===== src/rtl/serial_link_pkg.sv =====
// Shared definitions for the serial output buffer link.
// Used by both the transmitter and the receiver.
package serial_link_pkg;

  localparam int A_WIDTH_DEF = 7;
  localparam int D_WIDTH_DEF = 8;
  // start + two separators + stop around the address and data fields
  localparam int FRAME_BITS  = A_WIDTH_DEF + D_WIDTH_DEF + 4;

  typedef enum logic [2:0] {
    IDLE  = 3'd0,
    ADDR  = 3'd1,
    SEP_A = 3'd2,
    DATA  = 3'd3,
    SEP_D = 3'd4,
    STOP  = 3'd5
  } rx_state_e;

  function automatic int max_int(input int a, input int b);
    return (a > b) ? a : b;
  endfunction

endpackage


===== src/rtl/serial_in_sync.sv =====
// Synchroniser for in_c/in_d/in_z with a registered in_c rising-edge event.
// d/z get the same depth as c so they stay aligned with the event.
module serial_in_sync #(
  parameter int STAGES = 2
) (
  input  logic clk,
  input  logic reset,
  input  logic c_i,
  input  logic d_i,
  input  logic z_i,
  output logic rise_o,
  output logic d_o,
  output logic z_o
);

  logic [STAGES-1:0] c_q, c_d;
  logic [STAGES-1:0] d_q, d_d;
  logic [STAGES-1:0] z_q, z_d;
  logic hist_q, hist_d;
  logic rise_q, rise_d;
  logic dout_q, dout_d;
  logic zout_q, zout_d;

  always_comb begin
    c_d    = {c_q[STAGES-2:0], c_i};
    d_d    = {d_q[STAGES-2:0], d_i};
    z_d    = {z_q[STAGES-2:0], z_i};
    hist_d = c_q[STAGES-1];
    rise_d = c_q[STAGES-1] & ~hist_q;
    dout_d = d_q[STAGES-1];
    zout_d = z_q[STAGES-1];
  end

  always_ff @(posedge clk) begin
    if (reset) begin
      c_q    <= '0;
      d_q    <= '0;
      z_q    <= '0;
      hist_q <= 1'b0;
      rise_q <= 1'b0;
      dout_q <= 1'b0;
      zout_q <= 1'b0;
    end else begin
      c_q    <= c_d;
      d_q    <= d_d;
      z_q    <= z_d;
      hist_q <= hist_d;
      rise_q <= rise_d;
      dout_q <= dout_d;
      zout_q <= zout_d;
    end
  end

  assign rise_o = rise_q;
  assign d_o    = dout_q;
  assign z_o    = zout_q;

endmodule


===== src/rtl/serial_in_receiver.sv =====
// Deserialises the OutD/OutC/Z link frame into an address/data pair.
// Oversampled on clk_in; one valid or frame_err pulse per frame.
module serial_in_receiver
  import serial_link_pkg::*;
#(
  parameter int A_WIDTH     = A_WIDTH_DEF,
  parameter int D_WIDTH     = D_WIDTH_DEF,
  parameter int SYNC_STAGES = 2,
  parameter int TIMEOUT     = 64
) (
  input  logic               clk_in,
  input  logic               reset,
  input  logic               in_c,
  input  logic               in_d,
  input  logic               in_z,
  output logic [A_WIDTH-1:0] a_out,
  output logic [D_WIDTH-1:0] d_out,
  output logic               valid,
  output logic               frame_err,
  output logic               busy
);

  localparam int SH_W = max_int(A_WIDTH, D_WIDTH);
  localparam int CW   = $clog2(SH_W + 1);
  localparam int TW   = $clog2(TIMEOUT + 1);

  logic ev, ds, zs;

  serial_in_sync #(
    .STAGES(SYNC_STAGES)
  ) u_sync (
    .clk   (clk_in),
    .reset (reset),
    .c_i   (in_c),
    .d_i   (in_d),
    .z_i   (in_z),
    .rise_o(ev),
    .d_o   (ds),
    .z_o   (zs)
  );

  rx_state_e          state_q, state_d;
  logic [CW-1:0]      cnt_q, cnt_d;
  logic [SH_W-1:0]    sh_q, sh_d;
  logic [A_WIDTH-1:0] ah_q, ah_d;
  logic [A_WIDTH-1:0] a_q, a_d;
  logic [D_WIDTH-1:0] do_q, do_d;
  logic [TW-1:0]      tmo_q, tmo_d;
  logic               valid_q, valid_d;
  logic               err_q, err_d;
  logic               abort;

  always_comb begin
    state_d = state_q;
    cnt_d   = cnt_q;
    sh_d    = sh_q;
    ah_d    = ah_q;
    a_d     = a_q;
    do_d    = do_q;
    valid_d = 1'b0;
    err_d   = 1'b0;
    abort   = 1'b0;
    tmo_d   = (state_q == IDLE || ev) ? '0 : tmo_q + 1'b1;
    if (ev) begin
      case (state_q)
        IDLE: begin
          if (!zs && !ds) begin
            state_d = ADDR;
            cnt_d   = '0;
            sh_d    = '0;
          end
        end
        ADDR: begin
          if (zs) begin
            abort = 1'b1;
          end else begin
            sh_d = {sh_q[SH_W-2:0], ds};
            if (cnt_q == CW'(A_WIDTH - 1)) begin
              state_d = SEP_A;
              cnt_d   = '0;
            end else begin
              cnt_d = cnt_q + 1'b1;
            end
          end
        end
        SEP_A: begin
          if (!zs) begin
            abort = 1'b1;
          end else begin
            ah_d    = sh_q[A_WIDTH-1:0];
            sh_d    = '0;
            state_d = DATA;
          end
        end
        DATA: begin
          if (zs) begin
            abort = 1'b1;
          end else begin
            sh_d = {sh_q[SH_W-2:0], ds};
            if (cnt_q == CW'(D_WIDTH - 1)) begin
              state_d = SEP_D;
              cnt_d   = '0;
            end else begin
              cnt_d = cnt_q + 1'b1;
            end
          end
        end
        SEP_D: begin
          if (!zs) abort = 1'b1;
          else state_d = STOP;
        end
        STOP: begin
          if (zs || ds) begin
            abort = 1'b1;
          end else begin
            a_d     = ah_q;
            do_d    = sh_q[D_WIDTH-1:0];
            valid_d = 1'b1;
            state_d = IDLE;
          end
        end
        default: state_d = IDLE;
      endcase
    end else if (state_q != IDLE && tmo_q == TW'(TIMEOUT - 1)) begin
      abort = 1'b1;
    end
    // Any abort leaves a_out/d_out untouched
    if (abort) begin
      err_d   = 1'b1;
      state_d = IDLE;
      cnt_d   = '0;
      sh_d    = '0;
    end
  end

  always_ff @(posedge clk_in) begin
    if (reset) begin
      state_q <= IDLE;
      cnt_q   <= '0;
      sh_q    <= '0;
      ah_q    <= '0;
      a_q     <= '0;
      do_q    <= '0;
      tmo_q   <= '0;
      valid_q <= 1'b0;
      err_q   <= 1'b0;
    end else begin
      state_q <= state_d;
      cnt_q   <= cnt_d;
      sh_q    <= sh_d;
      ah_q    <= ah_d;
      a_q     <= a_d;
      do_q    <= do_d;
      tmo_q   <= tmo_d;
      valid_q <= valid_d;
      err_q   <= err_d;
    end
  end

  assign a_out     = a_q;
  assign d_out     = do_q;
  assign valid     = valid_q;
  assign frame_err = err_q;
  assign busy      = (state_q != IDLE);

endmodule


===== config.mk =====
export PLATFORM = sky130hd
export DESIGN_NAME = serial_in_receiver
export DESIGN_NICKNAME = d
export VERILOG_FILES = /design/src/rtl/serial_link_pkg.sv /design/src/rtl/serial_in_sync.sv /design/src/rtl/serial_in_receiver.sv
export SDC_FILE = /design/constraint.sdc
export NUM_CORES = 1
export LEC_CHECK = 0
export ABC_AREA = 0
export CAP_MARGIN = 20
export CELL_PAD_IN_SITES_DETAIL_PLACEMENT = 0
export CELL_PAD_IN_SITES_GLOBAL_PLACEMENT = 2
export CORE_ASPECT_RATIO = 1.25
export CORE_MARGIN = 8
export CORE_UTILIZATION = 33
export CTS_BUF_LIST = sky130_fd_sc_hd__clkbuf_2 sky130_fd_sc_hd__clkbuf_4 sky130_fd_sc_hd__clkbuf_8
export CTS_CLUSTER_SIZE = 24
export DETAILED_ROUTE_END_ITERATION = 8
export PLACE_DENSITY_LB_ADDON = 0.1
export SYNTH_ARGS = -nofsm -noshare
export SYNTH_HDL_FRONTEND = slang
export SYNTH_SLANG_ARGS = --single-unit

===== constraint.sdc =====
create_clock -name clk_in -period 1.75 [get_ports clk_in]
set_clock_uncertainty 0.1 [all_clocks]
set_input_delay 0.2625 -clock clk_in [delete_from_list [all_inputs] [get_ports clk_in]]
set_output_delay 0.2625 -clock clk_in [all_outputs]
set_load 0.005 [all_outputs]

==> flow_metrics.py, run 1 <==
metrics = {
    "pwr": {
        "clock_group_share_of_total_power_pct": 41.9,
        "netSwitchingPower_mw": 0.477,
        "pwr-share-seq_pct": 54.1,
        "power_switching_share_pct": 20.1,
        "total_power_mw": 2.38,
        "ir_worst_vdd_v": 0.000405,
        "p_leak_nw": 1.14,
        "power.combinational.fraction_pct": 3.9,
        "internal_power_mw": 1.90,
        "pwr_density_cell_nw_per_um2": 820,
    },
    "setup_path": {
        "crit_chain": "buf_6 -> nand2b_2 -> a21oi_4 -> a2111oi_4 -> or3_4 -> buf_6 -> a31oi_1",
        "worst_path_dominant_cell_family": "simple AND/OR/NAND/NOR gates",
        "timing.critical_path.mode_cell": "sky130_fd_sc_hd__buf_6",
        "kind_of_capture_point_of_the_worst_setup_path": "flip-flop",
        "setup.reg_to_reg.worst_slack_ns": 0.06,
        "worst_ep_arrival_time_ns": 1.82,
        "critical_path_buffers_and_inverters": 2,
        "cp_max_fo": 7,
        "largest_incremental_delay_on_the_critical_path_ns": 0.41,
        "regToRegEndpoint": "cnt_q[3]",
        "reg2reg_from": "state_q[0]",
        "ff2ff_path_depth": 7,
        "cp-start-kind": "flip-flop",
        "cp_data_required_time_ns": 1.88,
        "critical-path-slowest-cell": "sky130_fd_sc_hd__or3_4",
        "crit_type": "flip-flop to flip-flop",
    },
    "sta": {
        "finalSetupTns_ns": 0,
        "maxSlewHeadroom_pct": 79.0,
        "final_min_period_over_clock_period_pct": 96.6,
        "worst-slew-pin-transition_ns": 0.311,
        "max_freq_ghz": 0.591,
        "final_period_minus_worst_setup_slack_ns": 1.69,
        "finalSetupViolations": 0,
        "setup_repair_after_global_routing_missed_its_margin": "yes",
        "hold_viol": 0,
        "timing.final.max_slew_violations": 0,
    },
    "hold_path": {
        "timing.hold.worst.start": "u_sync.hist_q",
        "worstHoldPathCells": 1,
        "min_to": "u_sync.rise_o",
        "timing.hold.worst.class": "flip-flop to flip-flop",
    },
    "global_routing": {
        "grt_start_max_net_pins": 34,
        "antenna_found_initial": 0,
        "number_of_global_route_vias_before_repair": 1718,
        "wire_length_of_the_first_global_routing_pass_um": 8110,
        "overflow_left_after_global_routing": 0,
        "global_route.usage.total_pct": 10.5,
    },
    "synth": {
        "syn-mean-instance-area_um2": 9.56,
        "synth_fp_nets": 242,
        "postSynth.asyncResetShare_pct": 0,
        "netlist_instances": 234,
        "synth.cell_area_um2": 2240,
        "yosysWarningCount": 0,
        "synth-seq-area-share_pct": 50.1,
        "synth_top_cell_area_share_pct": 50.1,
        "synthDominantAreaCellType": "sky130_fd_sc_hd__dfxtp_1",
        "yosys.cell_types.count": 39,
        "synth_flop_cell": "sky130_fd_sc_hd__dfxtp_1",
        "synth-edff-count": 0,
        "ys_seq_elements": 56,
        "cell_types_with_the_largest_area_share_after_synthesis": "sky130_fd_sc_hd__dfxtp_1, sky130_fd_sc_hd__mux2i_1, sky130_fd_sc_hd__nor2_1",
    },
    "outcome": {
        "outcome": "completed",
    },
    "detailed_routing": {
        "routed_via_density": 4.73,
        "detailedRoute.firstIterationViolations": 55,
        "postRouteWirelength_um": 4700,
        "drc": 0,
        "vias": 1701,
        "wl_per_cell_um": 13.1,
        "1st_pass_router_iterations": 4,
        "drtAntennaViolNets": 0,
    },
    "clock_tree": {
        "skew_pair_late_insertion_delay_ns": 0.31,
        "cts_max_path_buffers": 2,
        "clock_root_cell": "sky130_fd_sc_hd__clkbuf_8",
        "tritoncts_clock_tree": "done",
        "cts_inserted_buffers": 5,
        "path_clk_slew_ns": 0.10,
        "cts_sinks": 56,
        "cts_htree_levels": 2,
    },
    "finish": {
        "nets": 280,
        "flow.area_growth_from_synthesis_pct": 29.7,
        "fin_cells": 360,
        "layout-drive-gt1-share_pct": 21.2,
        "diodes": 0,
    },
    "die": {
        "floorplan.die.height_um": 108,
        "initial_core_util_pct": 34.1,
        "die_width_um": 89.6,
        "total_number_of_placement_rows": 33,
        "dieArea_um2": 9690,
        "core_area_um2": 6570,
        "i_o_pin_count": 23,
    },
    "placement": {
        "numPortBuffers": 22,
        "finalWeightedCongestion": 0.761,
        "detailedPlacementHpwl_um": 3310,
        "placed_cells_incl_taps": 351,
    },
    "run": {
        "cap_viol_max_count": 0,
    },
}
[worst max-delay path by stage]
stage / startpoint / depth (start not counted) / endpoint / slack (ns)
after floorplan: u_sync.z_o / 7 / cnt_q[1] / 0.09
after global placement: state_q[1] / 6 / state_q[0] / -0.01
after detailed placement: state_q[0] / 6 / cnt_q[3] / 0.03
after CTS: state_q[0] / 7 / sh_q[6] / 0.008
after global routing: state_q[0] / 7 / cnt_q[3] / -0.01
final: state_q[0] / 7 / cnt_q[3] / 0.06
[layout by cell type (no fill, tap or decap), drive strengths merged]
master	n
dfxtp	56
nor2	41
mux2i	25
buf	22
clkdlybuf4s50	21
nand3	15
nand2	14
a21oi	11
nor2b	10
inv	6
clkbuf	5
o21ai	5
nand3b	4
xor2	4
ha	3
or3	3
nand2b	3
nor3b	3
nor3	3
a31oi	2
bufinv	2
or2	1
o21ba	1
and3b	1
a2111oi	1
and3	1
nor4	1
nand4	1
xnor2	1
o221a	1
o311ai	1
nand4b	1
o21bai	1
a211oi	1
a22oi	1
clkdlybuf4s15	1
[metrics by stage]
step | hold WS [ns] | setup slack (ns) | util [%] | instance area [um2]
after floorplan | 0.267 | 0.0863 | - | 2240
after global placement | 0.276 | -0.0135 | 40.7 | 2670
after detailed placement | 0.282 | 0.0343 | 40.7 | 2670
after CTS | 0.302 | 0.00828 | 43.2 | 2840
after global routing | 0.309 | -0.00988 | 44.2 | 2900
final | 0.296 | 0.0590 | 44.2 | 2900
[registers in the layout (all words and copies together) (netlist names)]
register and flops:
frame_err 1, u_sync.hist_q 1, sh_q 8, ah_q 7
u_sync.c_q 2, u_sync.d_q 2, valid 1, a_out 7
tmo_q 7, u_sync.d_o 1, u_sync.z_o 1, u_sync.z_q 2
state_q 3, d_out 8, cnt_q 4, u_sync.rise_o 1
[synth_stat cells, types with 4 or more instances]
master and instances:
sky130_fd_sc_hd__dfxtp_1 56, sky130_fd_sc_hd__nor2_1 38, sky130_fd_sc_hd__mux2i_1 25, sky130_fd_sc_hd__nand3_1 15, sky130_fd_sc_hd__nand2_1 14, sky130_fd_sc_hd__nor2b_1 10, sky130_fd_sc_hd__a21oi_2 9, sky130_fd_sc_hd__clkbuf_1 8
sky130_fd_sc_hd__inv_1 5, sky130_fd_sc_hd__nand3b_1 4, sky130_fd_sc_hd__o21ai_0 4, sky130_fd_sc_hd__xor2_1 4
[what timing repair did]
item,4_1_cts,5_1_grt
endpoints found under the setup margin,2,23
buffers inserted,2,1
pin swaps,3,7
gates resized for setup,8,14
gates cloned,0,0
hold buffers,0,0
[power groups by stage]
| stage | Combinational [mW] | Sequential (mW) | Clock (mW) |
|---|---|---|---|
| floorplan | 0.0485 | 1.32 | 0 |
| CTS | 0.0897 | 1.29 | 1.05 |
| global placement | 0.0850 | 1.32 | 0 |
| detailed placement | 0.0844 | 1.32 | 0 |
| finish | 0.0938 | 1.29 | 0.998 |
| global route | 0.103 | 1.29 | 1.09 |
[per-layer routing]
layer,vias up,part of all wire [%],GRT usage [%],wire length [um]
met3,6,2.4,2.43,115
met2,18,50,17.9,2340
met4,0,1.9,4.53,90
li1,866,-,-,-
met1,811,46,12.2,2150
met5,-,0,0,0
[kinds of logic after synthesis]
logic type / count (synthesis) / synth area share [%]
simple gates: 102 / 22.7
flops: 56 / 50.1
compound gates: 25 / 8.67
mux: 25 / 11.2
buf+inv: 18 / 3.69
xor+xnor: 5 / 1.96
fa+ha+maj: 3 / 1.68
[layout make-up]
cell class,count,area (um2)
Timing Repair Buffer,44,413
Fill cell,659,3660
Clock buffer,5,68.8
Clock inverter,3,68.8
Tap cell,87,109
Sequential cell,56,1120
Inverter,5,18.8
Multi-Input combinational cell,160,1100
Power figures use the tool's default switching activity.
==> run 2: changes to the inputs <==
--- a/config.mk
+++ b/config.mk
@@ -10,12 +10,12 @@
 export CELL_PAD_IN_SITES_DETAIL_PLACEMENT = 0
 export CELL_PAD_IN_SITES_GLOBAL_PLACEMENT = 2
 export CORE_ASPECT_RATIO = 1.25
-export CORE_MARGIN = 8
 export CORE_UTILIZATION = 33
 export CTS_BUF_LIST = sky130_fd_sc_hd__clkbuf_2 sky130_fd_sc_hd__clkbuf_4 sky130_fd_sc_hd__clkbuf_8
 export CTS_CLUSTER_SIZE = 24
 export DETAILED_ROUTE_END_ITERATION = 8
 export PLACE_DENSITY_LB_ADDON = 0.1
+export SETUP_SLACK_MARGIN = 0.4
 export SYNTH_ARGS = -nofsm -noshare
 export SYNTH_HDL_FRONTEND = slang
 export SYNTH_SLANG_ARGS = --single-unit
==> flow_metrics.py, run 2 (synthesis results as in run 1) <==
metrics = {
    "clock_tree": {
        "skew_pair_late_insertion_delay_ns": 0.30,
        "cts_sinks": 56,
        "cts_max_path_buffers": 2,
        "clock_root_cell": "sky130_fd_sc_hd__clkbuf_8",
        "cts_inserted_buffers": 5,
        "path_clk_slew_ns": 0.10,
        "tritoncts_clock_tree": "done",
        "holdBufCountCts": 0,
        "cts_htree_levels": 2,
    },
    "placement": {
        "numPortBuffers": 22,
        "place_ws_ns": 0.0262,
        "place_area_um2": 2680,
        "detailedPlacementHpwl_um": 3230,
        "finalWeightedCongestion": 0.727,
    },
    "global_routing": {
        "busiest_layer": "met2",
        "wire_length_of_the_first_global_routing_pass_um": 7880,
        "grt_start_max_net_pins": 34,
        "grt_util_met1_pct": 17.6,
        "number_of_global_route_vias_before_repair": 1690,
        "grtUsageMet2_pct": 25.4,
        "antenna_found_initial": 0,
        "overflow_left_after_global_routing": 0,
        "global_route.usage.total_pct": 14.7,
        "grt.met3_usage_pct": 3.11,
    },
    "outcome": {
        "outcome": "completed",
    },
    "hold_path": {
        "worstHoldPathCells": 1,
        "timing.hold.worst.start": "u_sync.hist_q",
        "timing.hold.worst.class": "flip-flop to flip-flop",
        "min_to": "u_sync.rise_o",
    },
    "sta": {
        "final_min_period_over_clock_period_pct": 97.8,
        "final_period_minus_worst_setup_slack_ns": 1.71,
        "finalSetupTns_ns": 0,
        "timing.final.max_slew_violations": 0,
        "finalSetupViolations": 0,
        "maxSlewHeadroom_pct": 80.9,
        "hold_viol": 0,
        "hold_ws_ns": 0.289,
        "worst-slew-pin-transition_ns": 0.285,
        "max_freq_ghz": 0.584,
        "setup_repair_after_global_routing_missed_its_margin": "yes",
        "timing.final.ws_setup_ns": 0.0383,
    },
    "setup_path": {
        "setup.reg_to_reg.worst_slack_ns": 0.04,
        "reg2reg_from": "state_q[1]",
        "timing.critical_path.mode_cell": "sky130_fd_sc_hd__buf_6",
        "crit_type": "flip-flop to flip-flop",
        "ff2ff_path_depth": 7,
        "worst_ep_arrival_time_ns": 1.84,
        "largest_incremental_delay_on_the_critical_path_ns": 0.38,
        "critical-path-slowest-cell": "sky130_fd_sc_hd__or3_4",
        "timing.critical_path.from": "state_q[1]",
        "kind_of_capture_point_of_the_worst_setup_path": "flip-flop",
        "regToRegEndpoint": "cnt_q[3]",
        "cp_max_fo": 5,
        "crit_chain": "or2_4 -> nor2_4 -> buf_6 -> nor4_2 -> or3_4 -> buf_6 -> a31oi_1",
        "cp_data_required_time_ns": 1.88,
        "cp-start-kind": "flip-flop",
    },
    "die": {
        "die_width_um": 75.6,
        "i_o_pin_count": 23,
        "dieArea_um2": 7110,
        "initial_core_util_pct": 34.1,
        "floorplan.die.height_um": 94.1,
        "core_area_um2": 6570,
        "total_number_of_placement_rows": 33,
    },
    "detailed_routing": {
        "vias": 1711,
        "drc": 0,
        "detailedRoute.firstIterationViolations": 55,
        "postRouteWirelength_um": 4770,
        "routed_via_density": 4.65,
        "1st_pass_router_iterations": 4,
        "wl_per_cell_um": 12.9,
        "drtAntennaViolNets": 0,
    },
    "finish": {
        "mostFrequentLayoutCells": "sky130_fd_sc_hd__dfxtp_1, sky130_fd_sc_hd__nor2_1, sky130_fd_sc_hd__mux2i_1, sky130_fd_sc_hd__dfxtp_2",
        "nets": 288,
        "layout.cell_area.non_filler_um2": 3060,
        "fillerInstances": 633,
        "layout-drive-gt1-share_pct": 35.6,
        "diodes": 0,
        "flow.area_growth_from_synthesis_pct": 36.7,
        "final_common_cell": "sky130_fd_sc_hd__dfxtp_1",
    },
    "pwr": {
        "p_leak_nw": 1.29,
        "total_power_mw": 2.26,
        "pwr_density_cell_nw_per_um2": 738,
        "ir_worst_vdd_v": 0.000435,
    },
    "run": {
        "cap_viol_max_count": 0,
    },
}
[run 2: power breakdown]
part	internal, mW	total (mW)	leakage [nW]	switching [mW]
logic	0.0507	0.106	0.769	0.0553
clock network	0.448	0.862	0.0592	0.414
registers	1.28	1.29	0.462	0.00499
[run 2: final cells by class]
class / instances / area (um2) / share of cell area, %
multi-input cells: 160 / 1180 / 38.7
flip-flops and latches: 56 / 1140 / 37.4
repair buffers: 52 / 485 / 15.9
well taps: 87 / 109 / 3.56
clock buffers: 6 / 76.3 / 2.49
clock inverters: 2 / 38.8 / 1.27
inverters: 5 / 21.3 / 0.695
[run 2: per-stage QoR]
stage | util (%) | std cells
after CTS | 45.7 | 366
after detailed placement | 40.9 | 349
after floorplan | - | 234
after global placement | 40.9 | 349
final | 46.6 | 368
after global routing | 46.6 | 368
[run 2: worst max-delay path, delay by kind of cell, from the launching register on]
kind            cells  cell delay (ns)
buf+inv             2             0.26
simple gates        4             0.81
compound gates      1             0.13
flops               1             0.33
[run 2: what timing repair did]
action / 4_1_cts / 5_1_grt
endpoints found under the hold margin: 0 / 0
gates resized for setup: 70 / 13
setup buffers: 9 / 2
endpoints found under the setup margin: 63 / 48
pin swaps: 11 / 20
[run 2: how the worst max path moves through the flow]
stage,slack (ns),to,cells after the start
6_report,0.04,cnt_q[3],7
5_1_grt,-0.03,cnt_q[3],7
4_1_cts,0.02,busy,5
3_5_place_dp,0.03,cnt_q[3],6
3_3_place_gp,0.05,state_q[0],6
2_1_floorplan,0.12,sh_q[0],7
[run 2: routing by layer]
layer  up-vias  part of all wire (%)
li1        882                     -
met1       805                    45
met2        18                    51
met3         6                   2.4
met4         0                   1.6
met5         -                     0
